## src/rtl/wb_hp_pkg.sv

```systemverilog
// Shared definitions for the wb_hp Wishbone initiator.
// FSM encoding, response codes and wb_hp register field positions.
package wb_hp_pkg;

  localparam logic [1:0] ST_IDLE = 2'd0;
  localparam logic [1:0] ST_REQ  = 2'd1;
  localparam logic [1:0] ST_WAIT = 2'd2;
  localparam logic [1:0] ST_RESP = 2'd3;

  localparam logic [1:0] ERR_OK      = 2'd0;
  localparam logic [1:0] ERR_ADDR    = 2'd1;
  localparam logic [1:0] ERR_TIMEOUT = 2'd2;

  // wb_hp slave register layout
  localparam int HP_VCC        = 0;
  localparam int HP_ALARM_RST  = 1;
  localparam int HP_CTR_RST    = 2;
  localparam int HP_GLITCH_EN  = 3;
  localparam int HP_ALARM      = 4;
  localparam int HP_LATCH      = 5;
  localparam int HP_CTR_LSB    = 6;
  localparam int HP_CTR_MSB    = 13;
  localparam int HP_PN_SEL_LSB = 14;
  localparam int HP_PN_SEL_MSB = 15;

  typedef struct packed {
    logic        we;
    logic [31:0] adr;
    logic [31:0] dat;
  } wb_req_t;

  function automatic logic adr_legal(
    input logic [31:0] adr,
    input logic [31:0] base,
    input logic [31:0] mask
  );
    return (adr & mask) == base;
  endfunction

endpackage

```

## src/rtl/wb_timeout_ctr.sv

```systemverilog
// Bus-cycle watchdog: counts enabled cycles and flags the
// last permitted cycle so the FSM can abort on it.
module wb_timeout_ctr #(
  parameter int unsigned LIMIT = 255
) (
  input  logic clk,
  input  logic rst_n,
  input  logic clear,
  input  logic enable,
  output logic expired
);

  localparam int W = $clog2(LIMIT + 1);
  localparam logic [W-1:0] LAST = W'(LIMIT - 1);

  logic [W-1:0] cnt;

  always_ff @(posedge clk or negedge rst_n) begin
    if (!rst_n) begin
      cnt <= '0;
    end else if (clear) begin
      cnt <= '0;
    end else if (enable && cnt != LAST) begin
      cnt <= cnt + 1'b1;
    end
  end

  assign expired = enable && (cnt == LAST);

endmodule

```

## src/rtl/wb_hp_initiator.sv

```systemverilog
// Single-word Wishbone pipelined initiator with address window
// check and bounded bus cycles, driven by a cmd/rsp handshake.
module wb_hp_initiator
  import wb_hp_pkg::*;
#(
  parameter logic [31:0] BASE_ADDRESS   = 32'h3000_0000,
  parameter logic [31:0] ADDR_MASK      = 32'hFFFF_FFF0,
  parameter int unsigned TIMEOUT_CYCLES = 255
) (
  input  logic        wb_clk_i,
  input  logic        reset_n,
  input  logic        cmd_valid,
  output logic        cmd_ready,
  input  logic        cmd_we,
  input  logic [31:0] cmd_adr,
  input  logic [31:0] cmd_dat,
  output logic        rsp_valid,
  input  logic        rsp_ready,
  output logic [31:0] rsp_dat,
  output logic [1:0]  rsp_err,
  output logic        wbm_cyc_o,
  output logic        wbm_stb_o,
  output logic        wbm_we_o,
  output logic [31:0] wbm_adr_o,
  output logic [31:0] wbm_dat_o,
  input  logic        wbm_ack_i,
  input  logic        wbm_stl_i,
  input  logic [31:0] wbm_dat_i
);

  logic [1:0]  state;
  wb_req_t     req;
  logic [31:0] rdat;
  logic [1:0]  err;
  logic        busy;
  logic        expired;

  assign busy = (state == ST_REQ) || (state == ST_WAIT);

  wb_timeout_ctr #(
    .LIMIT (TIMEOUT_CYCLES)
  ) u_tmo (
    .clk     (wb_clk_i),
    .rst_n   (reset_n),
    .clear   (state == ST_IDLE),
    .enable  (busy),
    .expired (expired)
  );

  always_ff @(posedge wb_clk_i or negedge reset_n) begin
    if (!reset_n) begin
      state <= ST_IDLE;
      req   <= '0;
      rdat  <= '0;
      err   <= ERR_OK;
    end else begin
      unique case (state)
        ST_IDLE: begin
          if (cmd_valid) begin
            req  <= '{we: cmd_we, adr: cmd_adr, dat: cmd_dat};
            rdat <= '0;
            if (adr_legal(cmd_adr, BASE_ADDRESS, ADDR_MASK)) begin
              state <= ST_REQ;
              err   <= ERR_OK;
            end else begin
              state <= ST_RESP;
              err   <= ERR_ADDR;
            end
          end
        end
        ST_REQ, ST_WAIT: begin
          // an ack on the final permitted cycle still completes
          if (wbm_ack_i) begin
            state <= ST_RESP;
            err   <= ERR_OK;
            rdat  <= req.we ? '0 : wbm_dat_i;
          end else if (expired) begin
            state <= ST_RESP;
            err   <= ERR_TIMEOUT;
            rdat  <= '0;
          end else if (state == ST_REQ && !wbm_stl_i) begin
            state <= ST_WAIT;
          end
        end
        ST_RESP: begin
          if (rsp_ready) state <= ST_IDLE;
        end
        default: state <= ST_IDLE;
      endcase
    end
  end

  assign cmd_ready = (state == ST_IDLE);
  assign rsp_valid = (state == ST_RESP);
  assign rsp_dat   = rdat;
  assign rsp_err   = err;

  assign wbm_cyc_o = busy;
  assign wbm_stb_o = (state == ST_REQ);
  assign wbm_we_o  = req.we;
  assign wbm_adr_o = req.adr;
  assign wbm_dat_o = req.dat;

endmodule
```

## config.mk

```make
export PLATFORM = sky130hd
export DESIGN_NAME = wb_hp_initiator
export DESIGN_NICKNAME = d
export VERILOG_FILES = /design/src/rtl/wb_hp_pkg.sv /design/src/rtl/wb_timeout_ctr.sv /design/src/rtl/wb_hp_initiator.sv
export SDC_FILE = /design/constraint.sdc
export NUM_CORES = 1
export LEC_CHECK = 0
export ABC_AREA = 1
export CAP_MARGIN = 0
export CELL_PAD_IN_SITES_DETAIL_PLACEMENT = 1
export CELL_PAD_IN_SITES_GLOBAL_PLACEMENT = 1
export CORE_ASPECT_RATIO = 2
export CORE_MARGIN = 10
export CORE_UTILIZATION = 27
export DETAILED_ROUTE_END_ITERATION = 16
export GPL_TIMING_DRIVEN = 1
export PLACE_DENSITY = 0.88
export SYNTH_ARGS = -nofsm -noshare
export SYNTH_HDL_FRONTEND = slang
export SYNTH_HIERARCHICAL = 1
export SYNTH_SLANG_ARGS = --single-unit
```

## constraint.sdc

```tcl
create_clock -name wb_clk_i -period 1.7 [get_ports wb_clk_i]
set_input_delay 0.51 -clock wb_clk_i [delete_from_list [all_inputs] [get_ports wb_clk_i]]
set_output_delay 0.51 -clock wb_clk_i [all_outputs]
set_load 0.05 [all_outputs]
```

==> metrics.yaml, run 1 <==
worst_setup_path:
  critPathMaxFanout: 7
  reg2regPathDepth: 11
  crit_path_start_kind: "register"
  cp.required_ns: 1.97
  arrival_ns: 2.14
  path_class: "register to register"
  end_kind: "register"
drt:
  highest_layer: "met4"
  wl_met3_um: 803
  drt-pass1-iter-count: 4
  wirelength_um: 21700
  via_per_inst: 4.75
  routed-wl-met2_um: 13100
  dr.first_iter.drc_count: 207
  drc: 0
  wl_per_cell_um: 21.4
  wl_met1_um: 6660
  ant_nets: 0
  vias: 4818
global_routing:
  grt-ovfl-total: 0
  grt_pass1_wl_um: 31300
  grt_use_total_pct: 17.4
  grt_antenna_before_repair: 2
  grt_pass1_vias: 5301
  grt_max_degree: 57
timing:
  fmax_mhz: 535
  clock_skew_ns: 0.0101
  setup_viol: 39
  holdWs_ns: 0.0509
  min_period_ns: 1.87
  drv_slew: 0
  hold_violations: 0
  worst_slack_ns: -0.167
  tightest_slew_ns: 0.338
  slew_headroom_pct: 77.4
  period_share_pct: 110
  final.setup.tns_ns: -3.39
  rsz0062_at_grt: "yes"
power_and_ir_drop:
  p_comb_share_pct: 66.8
  p_per_area_nw_per_um2: 2380
  vdd_drop_max_uv: 1010
  sw_frac_of_total_pct: 46.3
  clkPwrFrac_pct: 10.6
  p_int_mw: 11.7
  power_switching_mw: 10.1
  power_frac_seq_pct: 22.7
  leakagePower_nw: 4.33
synthesis:
  synthTopCellsByArea: "dfrtp_1 59%, nand2_1 21%, o21ai_1 3.3%, o21ai_0 3.2%, inv_1 3.0%"
  ys_seq_area_share_pct: 58.8
  postSynthCellCount: 549
  synthDistinctLibCells: 29
  synth_warnings: 6
  yosysTopAreaCellShare_pct: 58.8
  synth_area_um2: 4640
  syn_nets: 658
  ys_ff_latch: 109
  synth_area_leader_cell: "dfrtp_1"
  postSynthAreaPerCell_um2: 8.45
cells_and_area:
  syn2layout_area_growth_pct: 97.1
  nNetsFinal: 908
  final_cell_mix: "229 x nand2_1, 114 x buf_12, 109 x dfrtp_1"
  final_common_cell: "nand2_1"
  drive_gt1_share_pct: 31.5
  stdcell_count: 1015
  fin_area_um2: 9150
place:
  dp_hpwl_um: 15900
  place_area_um2: 8300
  pre_cts_slack_ns: -0.157
  placed_cells: 978
  place_congestion: 0.844
  portBuffers: 205
floorplanning:
  start_util_pct: 27.5
  die_w_um: 113
  die_height_um: 205
  core_um2: 16800
  die_area_um2: 23200
  rows: 67
  io-pin-count: 206
cts:
  cts_htree_levels: 3
  cts_buffers: 9
  clockBufferDepth: 2
  cts_root_buf: "clkbuf_16"
  cts_tree: "done"
  clock_latency_ns: 0.36
  cts.clk_slew.worst_paths_ns: 0.07
  numClockSinks: 109
status:
  outcome: "complete, but fails checks"
  violations: "negative setup slack"
worst_hold_path:
  hp-class: "primary input to async pin"
job:
  drv_cap: 0
what timing repair did:
item,CTS,global route
gates resized for setup,25,65
setup endpoints to repair,31,40
pin swaps,4,15
hold buffers,0,0
gates cloned,3,2
buffers inserted,9,4
worst max-delay path, cell delays in order, from the launching register on:
cell,delay [ns]
dfrtp_1,0.42
inv_2,0.10
ha_4,0.21
buf_6,0.12
buf_6,0.12
nand2_4,0.06
inv_4,0.04
o21ai_4,0.21
buf_12,0.18
clkbuf_16,0.16
nand2_1,0.07
o21ai_2,0.08
stage by stage:
stage                     utilization [%]  power, mW
after floorplan                         -       10.5
after global placement               49.3       17.0
after detailed placement             49.3       17.4
after CTS                            52.6       20.9
after global routing                 54.3       22.7
final                                54.3       21.8
cells in the mapped netlist:
cell type / number
dfrtp_1: 109
nand2_2: 3
clkbuf_1: 12
buf_4: 1
nor2_2: 1
nand3_1: 8
buf_2: 4
clkinv_4: 1
nor2_1: 20
inv_2: 3
o31ai_1: 1
buf_1: 1
o211ai_1: 1
buf_6: 4
ha_1: 6
o21ai_1: 31
nand4_1: 3
o21ai_0: 30
nand2_4: 1
clkinv_1: 1
o21ai_2: 1
o22ai_1: 1
nand2_1: 259
a21oi_1: 3
clkbuf_2: 2
inv_4: 1
nor3b_4: 1
inv_1: 37
xor2_1: 3
logic make-up (layout without fill, tap and decap cells):
family                   Yosys count  after routing  share of synthesized area, %
buffers and inverters             67            322                          6.47
AO/OA/AOI/OAI                     68             68                          7.55
flip-flops                       109            109                          58.8
adder cells (fa/ha/maj)            6              6                          1.62
other                              0              4                             0
AND/OR/NAND/NOR                  296            296                          25.0
XOR/XNOR                           3              3                         0.566
cell type report:
class / count / area (um2)
tap: 207 / 259
fill: 1787 / 7700
sequential: 109 / 2730
clock inverter: 7 / 88.8
antenna: 4 / 10.0
clock buffer: 9 / 225
timing repair buffer: 263 / 3770
multi-input combinational: 373 / 1890
inverter: 43 / 178
state kept, by name, summed over array words and instances (netlist names):
register	cells
rsp_dat	32
wbm_adr_o	32
wbm_dat_o	32
u_tmo/cnt	8
rsp_err	2
state	2
wbm_we_o	1
routing by layer:
layer	global-route usage (%)	vias up
met1	15.3	2431
met4	10.0	0
met3	3.24	51
met2	35.0	141
met5	0	-
li1	-	2195
final timing paths:
kind	startpoint	end	slack, ns
min	reset_n	rsp_dat[18]$_DFFE_PN0P_	0.05
max reg2reg	state[0]$_DFFE_PN0P_	rsp_dat[18]$_DFFE_PN0P_	-0.17
max	state[0]$_DFFE_PN0P_	rsp_dat[18]$_DFFE_PN0P_	-0.17
max in group asynchronous	reset_n	wbm_dat_o[20]$_DFFE_PN0P_	1.03
min reg2reg	wbm_dat_o[16]$_DFFE_PN0P_	wbm_dat_o[16]$_DFFE_PN0P_	0.55
min in group wb_clk_i	wbm_dat_o[16]$_DFFE_PN0P_	wbm_dat_o[16]$_DFFE_PN0P_	0.55
power by group through the flow:
stage | Clock [mW] | Sequential, mW | Combinational (mW)
global placement | 0 | 4.79 | 12.2
finish | 2.30 | 4.94 | 14.5
CTS | 2.32 | 4.87 | 13.7
global route | 2.45 | 5.07 | 15.2
floorplan | 0 | 7.71 | 2.81
detailed placement | 0 | 4.89 | 12.5
(Power assumes the default switching activity.)
==> run 2, diff against run 1 <==
--- a/config.mk
+++ b/config.mk
@@ -5,16 +5,16 @@
 export SDC_FILE = /design/constraint.sdc
 export NUM_CORES = 1
 export LEC_CHECK = 0
-export ABC_AREA = 1
+export ABC_AREA = 0
 export CAP_MARGIN = 0
 export CELL_PAD_IN_SITES_DETAIL_PLACEMENT = 1
 export CELL_PAD_IN_SITES_GLOBAL_PLACEMENT = 1
 export CORE_ASPECT_RATIO = 2
 export CORE_MARGIN = 10
-export CORE_UTILIZATION = 27
+export CORE_UTILIZATION = 29
 export DETAILED_ROUTE_END_ITERATION = 16
 export GPL_TIMING_DRIVEN = 1
-export PLACE_DENSITY = 0.88
+export PLACE_DENSITY = 0.87
 export SYNTH_ARGS = -nofsm -noshare
 export SYNTH_HDL_FRONTEND = slang
 export SYNTH_HIERARCHICAL = 1
==> constraint.sdc (replaced) <==
create_clock -name wb_clk_i -period 1.7 [get_ports wb_clk_i]
set_input_delay 0.51 -clock wb_clk_i [delete_from_list [all_inputs] [get_ports wb_clk_i]]
set_output_delay 0.51 -clock wb_clk_i [all_outputs]
set_load 0.01 [all_outputs]
==> metrics.yaml, run 2 <==
worst_setup_path:
  path_common_cell: "and3_4"
  path_cells: "inv_2 > ha_4 > and3_4 > and3_4 > nor2_4 > a211oi_4 > buf_6 > buf_12 > nand3_2 > nand2_2"
  slowest_delay_ns: 0.40  # -0.02 ns
  r2r_slack_ns: -0.17  # about the same
  r2r-start: "u_tmo/cnt[0]$_DFFE_PN0P_"
  reg2regPathDepth: 10  # -1
  arrival_ns: 2.15  # about the same
  path_class: "register to register"
  cp.required_ns: 1.98  # about the same
  r2r_end: "rsp_dat[2]$_DFFE_PN0P_"
  crit_path_start_kind: "register"
  cp_slowest_cell: "dfrtp_1"
  end_kind: "register"
  critPathMaxFanout: 8  # +1
timing:
  rsz0062_at_grt: "yes"
  fmax_mhz: 536  # about the same
  slew_headroom_pct: 71.5  # -6.0 points
  hold_violations: 0  # unchanged
  drv_slew: 0  # unchanged
  min_period_ns: 1.87  # -0.000520 ns
  worst_slack_ns: -0.167  # +0.000520 ns
  final.setup.tns_ns: -4.76  # -1.37 ns
  setup_viol: 38  # -2.6%
  clock_skew_ns: 0.0161  # +0.00600 ns
  period_share_pct: 110  # about the same
  tightest_slew_ns: 0.424  # +0.0860 ns
cells_and_area:
  seqCellArea_um2: 2730  # unchanged
  nNetsFinal: 726  # -20%
  drive_gt1_share_pct: 30.2  # -1.2 points
  stdcell_count: 827  # -19%
  final_cell_mix: "109 x dfrtp_1, 101 x clkdlybuf4s50_1, 99 x dlygate4sd2_1"
  final_common_cell: "dfrtp_1"
  multiInputGateArea_um2: 2090  # +10%
  nFillCells: 1753  # -1.9%
  syn2layout_area_growth_pct: 63.3
status:
  outcome: "complete, but fails checks"
  violations: "negative setup slack"
synthesis:
  synth_area_um2: 4800  # +3.3%
  yosysMostFrequentCell: "dfrtp_1"
  yosysTopAreaCellShare_pct: 56.9  # -1.9 points
  synth_warnings: 6  # unchanged
  syn_nets: 484  # -26%
  ys_top_cells_by_count: "109 x dfrtp_1, 72 x nand2_1, 37 x mux2_2"
  synthDistinctLibCells: 39  # +34%
  synth_area_leader_cell: "dfrtp_1"
  postSynthCellCount: 375  # -32%
  synthArstFlopShare_pct: 100  # unchanged
  postSynthAreaPerCell_um2: 12.8  # +51%
  synthTopCellsByArea: "dfrtp_1 57%, mux2_4 10%, mux2_2 8.7%, nand2_1 5.6%, buf_6 4.0%"
  dominantRegCellSynth: "dfrtp_1"
  ys_seq_area_share_pct: 56.9  # -1.9 points
  ys_ff_latch: 109  # unchanged
  synth_edf_count: 0  # unchanged
power_and_ir_drop:
  p_int_mw: 8.48  # -27%
  sw_frac_of_total_pct: 37.9  # -8.4 points
  power_frac_seq_pct: 30.6  # +7.9 points
  p_comb_share_pct: 53.9  # -13 points
  power_switching_mw: 5.17  # -49%
  p_per_area_nw_per_um2: 1740  # -27%
  vdd_drop_max_uv: 1420  # +40%
  power_mw: 13.6  # -37%
  clkPwrFrac_pct: 15.4  # +4.8 points
  leakagePower_nw: 3.80  # -12%
floorplanning:
  die_height_um: 202  # -1.7%
  io-pin-count: 206  # unchanged
  die_area_um2: 22400  # -3.3%
  core_um2: 16300  # -3.5%
  rows: 66  # -1.5%
  die_w_um: 111  # -1.6%
  start_util_pct: 29.5  # +1.9 points
drt:
  wl_per_cell_um: 22.0  # +2.8%
  wl_met3_um: 797  # -0.75%
  vias: 3977  # -17%
  highest_layer: "met4"
  wirelength_um: 18200  # -16%
  drt-pass1-iter-count: 4  # unchanged
  via_per_inst: 4.81  # +1.3%
  routed-wl-met2_um: 10800  # -17%
  wl_met1_um: 5910  # -11%
  dr.first_iter.drc_count: 145  # -30%
  ant_nets: 0  # unchanged
  drc: 0  # unchanged
global_routing:
  grt_pass1_vias: 4603  # -13%
  grt_pass1_wl_um: 27600  # -12%
  grt_antenna_before_repair: 1  # -1
  grt_max_degree: 42  # -26%
  grt_use_total_pct: 15.7  # -1.7 points
  grt-ovfl-total: 0  # unchanged
cts:
  cts.clk_slew.worst_paths_ns: 0.08  # about the same
  clockBufferDepth: 2  # unchanged
  cts_hold_buf: 0  # unchanged
  numClockSinks: 109  # unchanged
  clock_latency_ns: 0.35  # about the same
  cts_buffers: 9  # unchanged
  cts_htree_levels: 3  # unchanged
  cts_tree: "done"
  cts_root_buf: "clkbuf_16"
place:
  place_congestion: 0.820  # -2.9%
  placed_cells: 799  # -18%
  pre_cts_slack_ns: -0.607  # -0.451 ns
  dp_hpwl_um: 14000  # -12%
  portBuffers: 205  # unchanged
job:
  drv_cap: 0  # unchanged
worst_hold_path:
  hp-class: "primary input to async pin"
-- run 2: changes by cell type in the layout (fill, tap and decap cells not counted), sizes merged, moves of 5 or more --
| cell | change |
|---|---|
| buf | -106 |
| clkinv | -5 |
| dlygate4sd2 | +99 |
| inv | -33 |
| mux2 | +69 |
| nand2 | -191 |
| nand3 | +27 |
| nor2 | -13 |
| nor2b | +5 |
| nor4 | +6 |
| o21ai | -60 |
-- run 2: power by group through the flow --
| stage | sequential [mW] | combinational [mW] | clock (mW) |
|---|---|---|---|
| floorplan | 4.58 | 3.24 | 0 |
| global placement | 4.16 | 6.74 | 0 |
| detailed placement | 4.25 | 7.04 | 0 |
| CTS | 4.19 | 7.30 | 2.20 |
| global route | 4.30 | 7.87 | 2.29 |
| finish | 4.18 | 7.36 | 2.11 |
-- run 2: cell families after synthesis --
kind of cell / count (synthesis) / synth area share (%)
adders and majority gates: 6 / 1.57
and+or+nand+nor: 142 / 13.9
AOI/OAI and AO/OA: 20 / 3.70
DFF: 109 / 56.9
buffers and inverters: 27 / 4.88
muxes: 71 / 19.1
-- run 2: what timing repair did --
action | CTS | global route
resized for setup | 157 | 22
gates cloned | 2 | 0
pin swaps | 29 | 16
buffers inserted | 6 | 6
endpoints found under the setup margin | 139 | 43
-- run 2: per-stage QoR --
stage / area (um2) / hold slack (ns) / util (%)
5_1_grt: 7830 / 0.0666 / 48.1
6_report: 7830 / 0.0626 / 48.1
3_5_place_dp: 7290 / 0.455 / 44.8
3_3_place_gp: 7290 / 0.441 / 44.8
2_1_floorplan: 4820 / 0.214 / -
4_1_cts: 7740 / 0.0669 / 47.6
-- run 2: worst max-delay path, delay by kind of cell (launching register included) --
family / cells / cell delay [ns]
flops: 1 / 0.40
buf+inv: 3 / 0.39
fa+ha+maj: 1 / 0.13
compound gates: 1 / 0.30
simple gates: 5 / 0.57
-- run 2: per-layer routing --
metal | GRT usage [%] | vias up
met5 | 0 | -
met2 | 31.2 | 127
met4 | 7.10 | 0
li1 | - | 1780
met3 | 3.56 | 29
met1 | 14.4 | 2041
-- run 2: worst max-delay path by stage --
stage	from	endpoint	slack [ns]	cells past startpoint
3_5_place_dp	cmd_adr[5]	state[1]$_DFFE_PN0P_	-0.61	6
3_3_place_gp	cmd_adr[5]	state[1]$_DFFE_PN0P_	-0.49	6
2_1_floorplan	u_tmo/cnt[0]$_DFFE_PN0P_	rsp_dat[10]$_DFFE_PN0P_	-0.20	11
5_1_grt	u_tmo/cnt[0]$_DFFE_PN0P_	rsp_dat[16]$_DFFE_PN0P_	-0.27	10
6_report	u_tmo/cnt[0]$_DFFE_PN0P_	rsp_dat[2]$_DFFE_PN0P_	-0.17	10
4_1_cts	u_tmo/cnt[0]$_DFFE_PN0P_	rsp_dat[2]$_DFFE_PN0P_	-0.16	10
-- run 2: cell type report --
cell class / instances / share of cell area (%)
clock inverters: 7 / 0.958
flip-flops and latches: 109 / 34.8
multi-input cells: 239 / 26.6
diodes: 1 / 0.0319
well taps: 204 / 3.26
inverters: 4 / 0.192
clock buffers: 9 / 2.88
repair buffers: 254 / 31.2
